$ cat src/rtl/pixel_rom_arbiter.sv
// ----------------------------------------------------------------------------
// pixel_rom_arbiter
//
// Round-robin arbiter sharing one single-port sprite/tile pixel ROM read port
// among NUM_REQ sprite renderers. Each accepted request gets a one-cycle
// registered grant. The ROM read data returns MEM_LAT cycles later, tagged with
// a one-hot rvalid. A saturating per-frame grant counter is cleared by
// frame_start.
//
// Optional feature macro: PRIORITY_LOCK_EN
//   defined   : requester 0 (player sprite) always wins while req[0]=1. The
//               pointer only advances on grants to requesters 1..NUM_REQ-1.
//   undefined : pure round-robin over all requesters.
//
// Ports
//   clk          in   system clock, rising edge
//   rst_n        in   asynchronous active-low reset
//   frame_start  in   one-cycle pulse at start of frame
//   req          in   [NUM_REQ]        level requests
//   addr         in   [NUM_REQ*ADDR_W] flattened per-requester addresses
//   gnt          out  [NUM_REQ]        registered one-hot grant
//   mem_en       out  ROM read enable
//   mem_addr     out  [ADDR_W]         ROM address
//   mem_data     in   [DATA_W]         ROM data, valid MEM_LAT cycles after mem_en
//   rvalid       out  [NUM_REQ]        one-hot return tag
//   rdata        out  [DATA_W]         mem_data while any rvalid bit set, else 0
//   frame_grants out  [16]             grants since last frame_start, saturating
// ----------------------------------------------------------------------------
module pixel_rom_arbiter #(
  parameter int NUM_REQ = 4,
  parameter int ADDR_W  = 17,
  parameter int DATA_W  = 12,
  parameter int MEM_LAT = 2
) (
  input  logic                      clk,
  input  logic                      rst_n,
  input  logic                      frame_start,
  input  logic [NUM_REQ-1:0]        req,
  input  logic [NUM_REQ*ADDR_W-1:0] addr,
  output logic [NUM_REQ-1:0]        gnt,
  output logic                      mem_en,
  output logic [ADDR_W-1:0]         mem_addr,
  input  logic [DATA_W-1:0]         mem_data,
  output logic [NUM_REQ-1:0]        rvalid,
  output logic [DATA_W-1:0]         rdata,
  output logic [15:0]               frame_grants
);

  localparam int               PTR_W       = (NUM_REQ > 1) ? $clog2(NUM_REQ) : 1;
  localparam logic [PTR_W:0]   NUM_REQ_EXT = (PTR_W + 1)'(NUM_REQ);
  localparam logic [PTR_W-1:0] LAST_IDX    = PTR_W'(NUM_REQ - 1);
  localparam logic [PTR_W-1:0] ONE_PTR     = PTR_W'(1);
  localparam logic [15:0]      FG_MAX      = 16'hFFFF;

  // Registered state
  logic [PTR_W-1:0]   ptr_r;
  logic [NUM_REQ-1:0] gnt_r;
  logic               mem_en_r;
  logic [ADDR_W-1:0]  mem_addr_r;
  logic [15:0]        fg_r;
  logic [NUM_REQ-1:0] pipe_r [MEM_LAT];

  // Arbitration signals
  logic               any_req_s;
  logic [NUM_REQ-1:0] rot_s;
  logic               found_s;
  logic [PTR_W-1:0]   off_s;
  logic [PTR_W:0]     sum_s;
  logic [PTR_W-1:0]   rr_win_s;
  logic [PTR_W-1:0]   win_s;
  logic               adv_s;
  logic [NUM_REQ-1:0] win_oh_s;
  logic [ADDR_W-1:0]  sel_addr_s;
  logic [PTR_W-1:0]   next_ptr_s;

  // Round-robin search: rotate req so ptr sits at bit 0, take the first set
  // bit, then map the offset back to an absolute requester index.
  always_comb begin
    any_req_s = |req;
    rot_s     = NUM_REQ'({req, req} >> ptr_r);
    found_s   = 1'b0;
    off_s     = {PTR_W{1'b0}};
    for (int k = 0; k < NUM_REQ; k++) begin
      if (!found_s && rot_s[k]) begin
        found_s = 1'b1;
        off_s   = PTR_W'(k);
      end else begin
        found_s = found_s;
      end
    end
    sum_s    = {1'b0, ptr_r} + {1'b0, off_s};
    rr_win_s = PTR_W'((sum_s >= NUM_REQ_EXT) ? (sum_s - NUM_REQ_EXT) : sum_s);
  end

  // Final winner selection and whether this grant moves the pointer.
  always_comb begin
`ifdef PRIORITY_LOCK_EN
    // The player sprite overrides the rotation and leaves the pointer alone.
    if (req[0]) begin
      win_s = {PTR_W{1'b0}};
      adv_s = 1'b0;
    end else begin
      win_s = rr_win_s;
      adv_s = any_req_s;
    end
`else
    win_s = rr_win_s;
    adv_s = any_req_s;
`endif
  end

  // One-hot grant vector, winner address mux and wrapped next pointer.
  always_comb begin
    win_oh_s   = {NUM_REQ{1'b0}};
    sel_addr_s = {ADDR_W{1'b0}};
    for (int k = 0; k < NUM_REQ; k++) begin
      if (any_req_s && (win_s == PTR_W'(k))) begin
        win_oh_s[k] = 1'b1;
        sel_addr_s  = addr[k*ADDR_W +: ADDR_W];
      end else begin
        win_oh_s[k] = 1'b0;
      end
    end
    if (win_s == LAST_IDX) begin
      next_ptr_s = {PTR_W{1'b0}};
    end else begin
      next_ptr_s = win_s + ONE_PTR;
    end
  end

  // Grant, ROM enable and ROM address registers; address holds when idle.
  always_ff @(posedge clk or negedge rst_n) begin
    if (!rst_n) begin
      gnt_r      <= {NUM_REQ{1'b0}};
      mem_en_r   <= 1'b0;
      mem_addr_r <= {ADDR_W{1'b0}};
    end else if (any_req_s) begin
      gnt_r      <= win_oh_s;
      mem_en_r   <= 1'b1;
      mem_addr_r <= sel_addr_s;
    end else begin
      gnt_r      <= {NUM_REQ{1'b0}};
      mem_en_r   <= 1'b0;
      mem_addr_r <= mem_addr_r;
    end
  end

  // Rotating pointer. A grant on the frame_start edge wins over the clear.
  always_ff @(posedge clk or negedge rst_n) begin
    if (!rst_n) begin
      ptr_r <= {PTR_W{1'b0}};
    end else if (adv_s) begin
      ptr_r <= next_ptr_s;
    end else if (frame_start) begin
      ptr_r <= {PTR_W{1'b0}};
    end else begin
      ptr_r <= ptr_r;
    end
  end

  // Per-frame saturating grant counter; a grant on frame_start counts as 1.
  always_ff @(posedge clk or negedge rst_n) begin
    if (!rst_n) begin
      fg_r <= 16'h0000;
    end else if (frame_start) begin
      fg_r <= any_req_s ? 16'h0001 : 16'h0000;
    end else if (any_req_s && (fg_r != FG_MAX)) begin
      fg_r <= fg_r + 16'h0001;
    end else begin
      fg_r <= fg_r;
    end
  end

  // Return-tag delay line matching the ROM latency; reset drops in-flight tags.
  always_ff @(posedge clk or negedge rst_n) begin
    if (!rst_n) begin
      for (int i = 0; i < MEM_LAT; i++) begin
        pipe_r[i] <= {NUM_REQ{1'b0}};
      end
    end else begin
      pipe_r[0] <= gnt_r;
      for (int i = 1; i < MEM_LAT; i++) begin
        pipe_r[i] <= pipe_r[i-1];
      end
    end
  end

  assign gnt          = gnt_r;
  assign mem_en       = mem_en_r;
  assign mem_addr     = mem_addr_r;
  assign rvalid       = pipe_r[MEM_LAT-1];
  assign frame_grants = fg_r;
  // Zero means transparent to the compositor, so idle cycles must read as 0.
  assign rdata        = (|pipe_r[MEM_LAT-1]) ? mem_data : {DATA_W{1'b0}};

endmodule

$ cat config.mk
export PLATFORM = sky130hd
export DESIGN_NAME = pixel_rom_arbiter
export DESIGN_NICKNAME = d
export VERILOG_FILES = /design/src/rtl/pixel_rom_arbiter.sv
export SDC_FILE = /design/constraint.sdc
export NUM_CORES = 1
export LEC_CHECK = 0
export CAP_MARGIN = 20
export CORE_UTILIZATION = 27
export DETAILED_ROUTE_END_ITERATION = 10
export GPL_TIMING_DRIVEN = 1
export PLACE_DENSITY = 0.55
export SYNTH_ARGS = -nofsm -noshare
export SYNTH_HDL_FRONTEND = slang
export SYNTH_SLANG_ARGS = --single-unit
$ cat constraint.sdc
create_clock -name clk -period 6.1 [get_ports clk]
set_input_delay 0.915 -clock clk [delete_from_list [all_inputs] [get_ports clk]]
set_output_delay 0.915 -clock clk [all_outputs]
set_load 0.05 [all_outputs]
=== Yosys cells after proc, flatten, opt, wreduce, memory -nomap -nowiden ===
Cells that the tools add are included.

* Bits in registers: 48
* Bits of input ports: 87

* Add/subtract/negate cells: 4
* Magnitude comparators: 1
* Equality and inequality tests: 4
* Shift operators: 1
* Muxes and demuxes: 24
* Reductions and logical operators: 16

{| class="wikitable"
|+ Operators with widths
! kind !! count
|-
| 17-bit two-way mux || 4
|-
| 16-bit two-way mux || 2
|-
| 16-bit by 1-bit adder with 16-bit output, second input constant || 1
|-
| 16-bit inequality test, second input constant || 1
|-
| 12-bit two-way mux || 1
|-
| 2-bit two-way mux || 6
|-
| 1-bit two-way mux || 10
|-
| 1-bit logical AND || 8
|-
| 4-bit OR reduction || 2
|-
| 8-bit by 2-bit >> shifter with 4-bit output || 1
|-
| 2-bit equality test, second input constant || 2
|-
| 4-bit two-way mux || 1
|-
| 2-bit nonzero test || 2
|-
| 2-bit by 2-bit adder with 3-bit output || 1
|-
| 3-bit greater-or-equal comparator, second input constant || 1
|-
| 1-bit logical NOT || 3
|-
| 2-bit by 1-bit adder with 2-bit output, second input constant || 1
|-
| 2-bit by 1-bit equality test with 1-bit output, second input constant || 1
|-
| 2-bit logical NOT || 1
|-
| 2-bit by 1-bit subtractor with 2-bit output, second input constant || 1
|}

=== Depth between registers and ports, before layout ===
* Depth in word-level cells: 20
* Depth in mapped cells: 16
* Mapped depth without buffers: 13

=== Least setup slack after synthesis ===
No wires, ideal clock.

* Kind: input to register
* Start point: input req[2]
* End point: register mem_addr_r[0], in the netlist mem_addr[0]
* Setup time: 0.119 ns
* Data arrival time: 3.119 ns
* Required time: 5.981 ns
* Slack: 2.862 ns
* Stages: 14
* Buffers on the path: 3
* Path through: buf_2 o21ai_0 o221ai_1 a21o_1 ha_1 xnor2_1 xor2_1 ha_1 clkbuf_1 clkbuf_1 a21oi_1 a21oi_1 o21ai_0 o21a_1

* Cells in the longest elaborated chain, start to end: 20

{| class="wikitable"
|+ RTL lines
! element !! RTL line !! source
|-
| start, declared || 38 || <nowiki>input logic [NUM_REQ-1:0] req,</nowiki>
|-
| 8-bit by 2-bit >> shifter with 4-bit output || 80 || <nowiki>rot_s = NUM_REQ'({req, req} >> ptr_r);</nowiki>
|-
| 1-bit two-way mux || 84 || <nowiki>if (!found_s && rot_s[k]) begin</nowiki>
|-
| 1-bit logical NOT || 84 ||
|-
| 1-bit logical AND || 84 ||
|-
| 1-bit two-way mux || 84 ||
|-
| 1-bit logical NOT || 84 ||
|-
| 1-bit logical AND || 84 ||
|-
| 1-bit two-way mux || 84 ||
|-
| 1-bit logical NOT || 84 ||
|-
| 1-bit logical AND || 84 ||
|-
| 2-bit two-way mux || 84 ||
|-
| 2-bit by 2-bit adder with 3-bit output || 91 || <nowiki>sum_s = {1'b0, ptr_r} + {1'b0, off_s};</nowiki>
|-
| 3-bit greater-or-equal comparator / 2-bit by 1-bit subtractor with 2-bit output (equally long branches) || 92 || <nowiki>rr_win_s = PTR_W'((sum_s >= NUM_REQ_EXT) ? (sum_s - NUM_REQ_EXT) : sum_s);</nowiki>
|-
| 2-bit two-way mux || 92 ||
|-
| 2-bit logical NOT || 117 || <nowiki>if (any_req_s && (win_s == PTR_W'(k))) begin</nowiki>
|-
| 1-bit logical AND || 117 ||
|-
| 17-bit two-way mux (4 in a row) || 117 ||
|-
| end signal, assigned || 136 || <nowiki>mem_addr_r <= {ADDR_W{1'b0}};</nowiki>
|-
| end signal, assigned || 140 || <nowiki>mem_addr_r <= sel_addr_s;</nowiki>
|-
| end signal, assigned || 144 || <nowiki>mem_addr_r <= mem_addr_r;</nowiki>
|-
| end, declared || 59 || <nowiki>logic [ADDR_W-1:0] mem_addr_r;</nowiki>
|}

Parallel ways exist; a longest one is shown, timed or not.
A chain may end at the register's enable or synchronous reset.

=== Final worst setup path ===
* Start point: input req[1]
* End point: register mem_addr_r[5], in the netlist mem_addr[5]

Same word-level chain as after synthesis.

==> results.json <==
{
  "yosysSeqAreaShare_pct": 41.8,
  "grt_start_max_net_pins": 49,
  "synthesis.nets": 412,
  "finalCriticalPeriod_ns": 4.02,
  "period_share_pct": 65.9,
  "cts_setup_buffers": 0,
  "tritoncts": "built",
  "p_per_area_nw_per_um2": 535,
  "antenna_found_initial": 0,
  "holdPathEnd": "rvalid[2]",
  "drt_wl_total_um": 8320,
  "async_flop_share_pct": 100,
  "syn_to_final_growth_pct": 55.4,
  "grt_pass1_wl_um": 13200,
  "timing.rr.end": "mem_addr[5]",
  "ys_seq_elements": 48,
  "synth_area_per_cell_um2": 9.02,
  "insertion_delay_ns": 0.30,
  "die_height_um": 105,
  "final_antenna_net_count": 0,
  "synth_top_family_by_area": "simple AND/OR/NAND/NOR gates",
  "place.gp.congestion": 0.769,
  "hp-start": "pipe_r[6]",
  "worst_pin_slew_ns": 0.915,
  "synth_top_area_share_pct": 41.8,
  "hp-class": "flop to flop",
  "yosysTopAreaCell": "dfrtp_1",
  "fmax_ghz": 0.249,
  "initial_core_util_pct": 27.9,
  "muxShareOfSynthArea_pct": 1.04,
  "reg2reg_depth": 13,
  "portBuffers": 140,
  "peakVddDrop_v": 0.000334,
  "p_leak_nw": 1.71,
  "synth_area_leaders": "dfrtp_1, a21oi_1, nand3b_1",
  "synth_fa_ha_area_share_pct": 2.61,
  "r2r_slack_ns": 2.70,
  "max_slew_margin_pct": 39.0,
  "dr.pass1.iters": 4,
  "hold_violations": 0,
  "startpoint_type": "input port",
  "cp_max_fo": 35,
  "hpwlAfterDp_um": 6270,
  "fin_tns_setup_ns": 0,
  "synth_xor_area_share_pct": 4.87,
  "cpMostUsedCell": "a21oi_1",
  "hold_path_depth": 0,
  "setup_slack_ns": 2.08,
  "clockBufferDepth": 2,
  "cts_made_buffers": 5,
  "track_usage_pct": 15.0,
  "wl_per_cell_um": 14.4,
  "clk_pin_slew_ns": 0.10,
  "regArea_um2": 1200,
  "rsz0062_at_grt": "no",
  "synth-compound-area-share_pct": 19.3,
  "setup_violations": 0,
  "syn_area_um2": 2880,
  "cts-hold-fix-buffers": 0,
  "routed_via_density": 4.74,
  "critPathMaxStageDelay_ns": 0.80,
  "ys_types": 42,
  "std_cell_rows": 37,
  "grt_pass1_vias": 2703,
  "dieArea_um2": 11100,
  "drtIter0Drc": 61,
  "core_area_um2": 10300,
  "worstSetupPathType": "input port to flop",
  "num_antenna_cells": 0,
  "cts.sinks": 48,
  "fillers": 1015,
  "ys_warn_count": 0,
  "die_w_um": 105,
  "synth_top_flop_cell": "dfrtp_1",
  "synthSimpleGateAreaFrac_pct": 24.7,
  "gr-total-overflow": 0,
  "timing.hold.ws_ns": 0.356,
  "cap_viol_max_count": 0,
  "h-tree-depth": 2,
  "required_ns": 6.34,
  "synth_edf_count": 0,
  "multi_input_area_um2": 1510,
  "r2r-start": "ptr_r[0]",
  "drc_errors": 0,
  "status": "completed",
  "cp_slowest_cell": "ha_1",
  "preCtsSetupSlack_ns": 1.77,
  "vias": 2747,
  "layout-drive-gt1-share_pct": 5.42,
  "critPathArrivalTime_ns": 4.26,
  "final.setup_skew_ns": 0.00736,
  "maxSlewViolCount": 0,
  "endpoint_kind": "flop",
  "synth_cells": 319,
  "nNetsFinal": 535,
  "cts_root_buf": "clkbuf_8",
  "cts_resized": 0,
  "crit_chain": "clkdlybuf4s50_1 -> nor2b_1 -> a21oi_1 -> o221ai_1 -> a21o_1 -> ha_1 -> xnor2_1 -> xnor2_1 -> ha_1 -> nand2_1 -> a21oi_1 -> a21oi_1 -> o21ai_0 -> o21a_1",
  "ios": 141
}
==> cell usage after synthesis (2+ instances only) <==
cell / count
xor2_1: 5
nor4_4: 2
ha_1: 6
nand3_1: 4
mux2i_1: 3
and2_1: 5
a21oi_1: 54
nand4_1: 5
nand3b_1: 20
nor2b_1: 13
buf_2: 3
o21ai_0: 21
nor4b_2: 2
nor3b_1: 2
o21a_1: 17
and3_1: 3
buf_4: 4
nor3_1: 7
buf_6: 4
nor2_1: 18
clkbuf_1: 17
and4_1: 2
nand4_2: 2
nand2_1: 24
xnor2_1: 11
nand2b_1: 2
dfrtp_1: 48
==> cell type report <==
class / instances / area share [%]
sequential: 48 / 26.9
multi-input combinational: 240 / 33.8
timing repair buffer: 145 / 32.8
clock inverter: 3 / 1.04
inverter: 2 / 0.168
clock buffer: 5 / 1.54
tap: 136 / 3.81
==> where the power goes <==
group          leakage, nW  internal, mW  switching (mW)
Sequential           0.620         0.426          0.0626
Combinational         1.04         0.668           0.999
Clock               0.0548         0.124           0.114
==> metal layers <==
layer	up-vias	wire length, µm	global-route usage, %
met1	1284	3450	17.0
li1	1364	-	-
met3	4	701	5.44
met2	95	4100	27.1
met5	-	0	0
met4	0	72	3.02
==> layout by cell type (no fill, tap or decap), types with 2 or more instances in the layout <==
cell type and n:
nand2_1 24, nand3_1 4, nor3_1 7, nor4b_2 2, xnor2_1 11, ha_1 6
nand4_2 2, and3_1 3, nor2_1 18, xor2_1 5, clkdlybuf4s50_1 139, clkbuf_8 5
mux2i_1 3, and2_1 5, nand2b_1 2, nor4_4 2, nor3b_1 2, buf_4 3
nand3b_1 20, o21a_1 17, nand4_1 5, a21oi_1 54, nor2b_1 13, o21ai_0 21
dfrtp_1 48, and4_1 2
==> flip-flops by register name (all words and copies together), names as in the netlist <==
| name | flops |
|---|---|
| mem_addr | 17 |
| frame_grants | 16 |
| gnt | 4 |
| pipe_r | 4 |
| rvalid | 4 |
| ptr_r | 2 |
| mem_en | 1 |
==> how the worst max path moves through the flow <==
stage           start            to  cells after the start
6_report       req[1]   mem_addr[5]                     14
3_5_place_dp   req[1]   mem_addr[5]                     14
5_1_grt        req[1]  mem_addr[14]                     14
3_3_place_gp   req[1]   mem_addr[5]                     13
4_1_cts        req[1]   mem_addr[5]                     14
2_1_floorplan  req[2]   mem_addr[0]                     14
==> metrics by stage <==
stage,util [%],std cells,power [mW],area [µm²]
3_3_place_gp,41.7,569,2.11,4310
5_1_grt,43.3,579,2.59,4470
3_5_place_dp,42.0,570,2.18,4340
4_1_cts,43.1,578,2.43,4450
2_1_floorplan,-,319,1.68,2880
6_report,43.3,579,2.39,4470
==> kinds of logic (layout without fill, tap and decap cells) <==
group                    count (synthesis)  after routing
buffers and inverters                   31            155
AO/OA/AOI/OAI                           99             99
multiplexers                             3              3
AND/OR/NAND/NOR                        116            116
XOR/XNOR                                16             16
adder cells (fa/ha/maj)                  6              6
flip-flops                              48             48
==> critical path: cells and delay by family <==
kind | cells | cell delay [ns]
compound gates | 7 | 1.07
xor+xnor | 2 | 0.47
fa+ha+maj | 2 | 0.98
buf+inv | 1 | 0.59
simple gates | 2 | 0.22
Note: power is estimated with default switching activity, not from simulation.
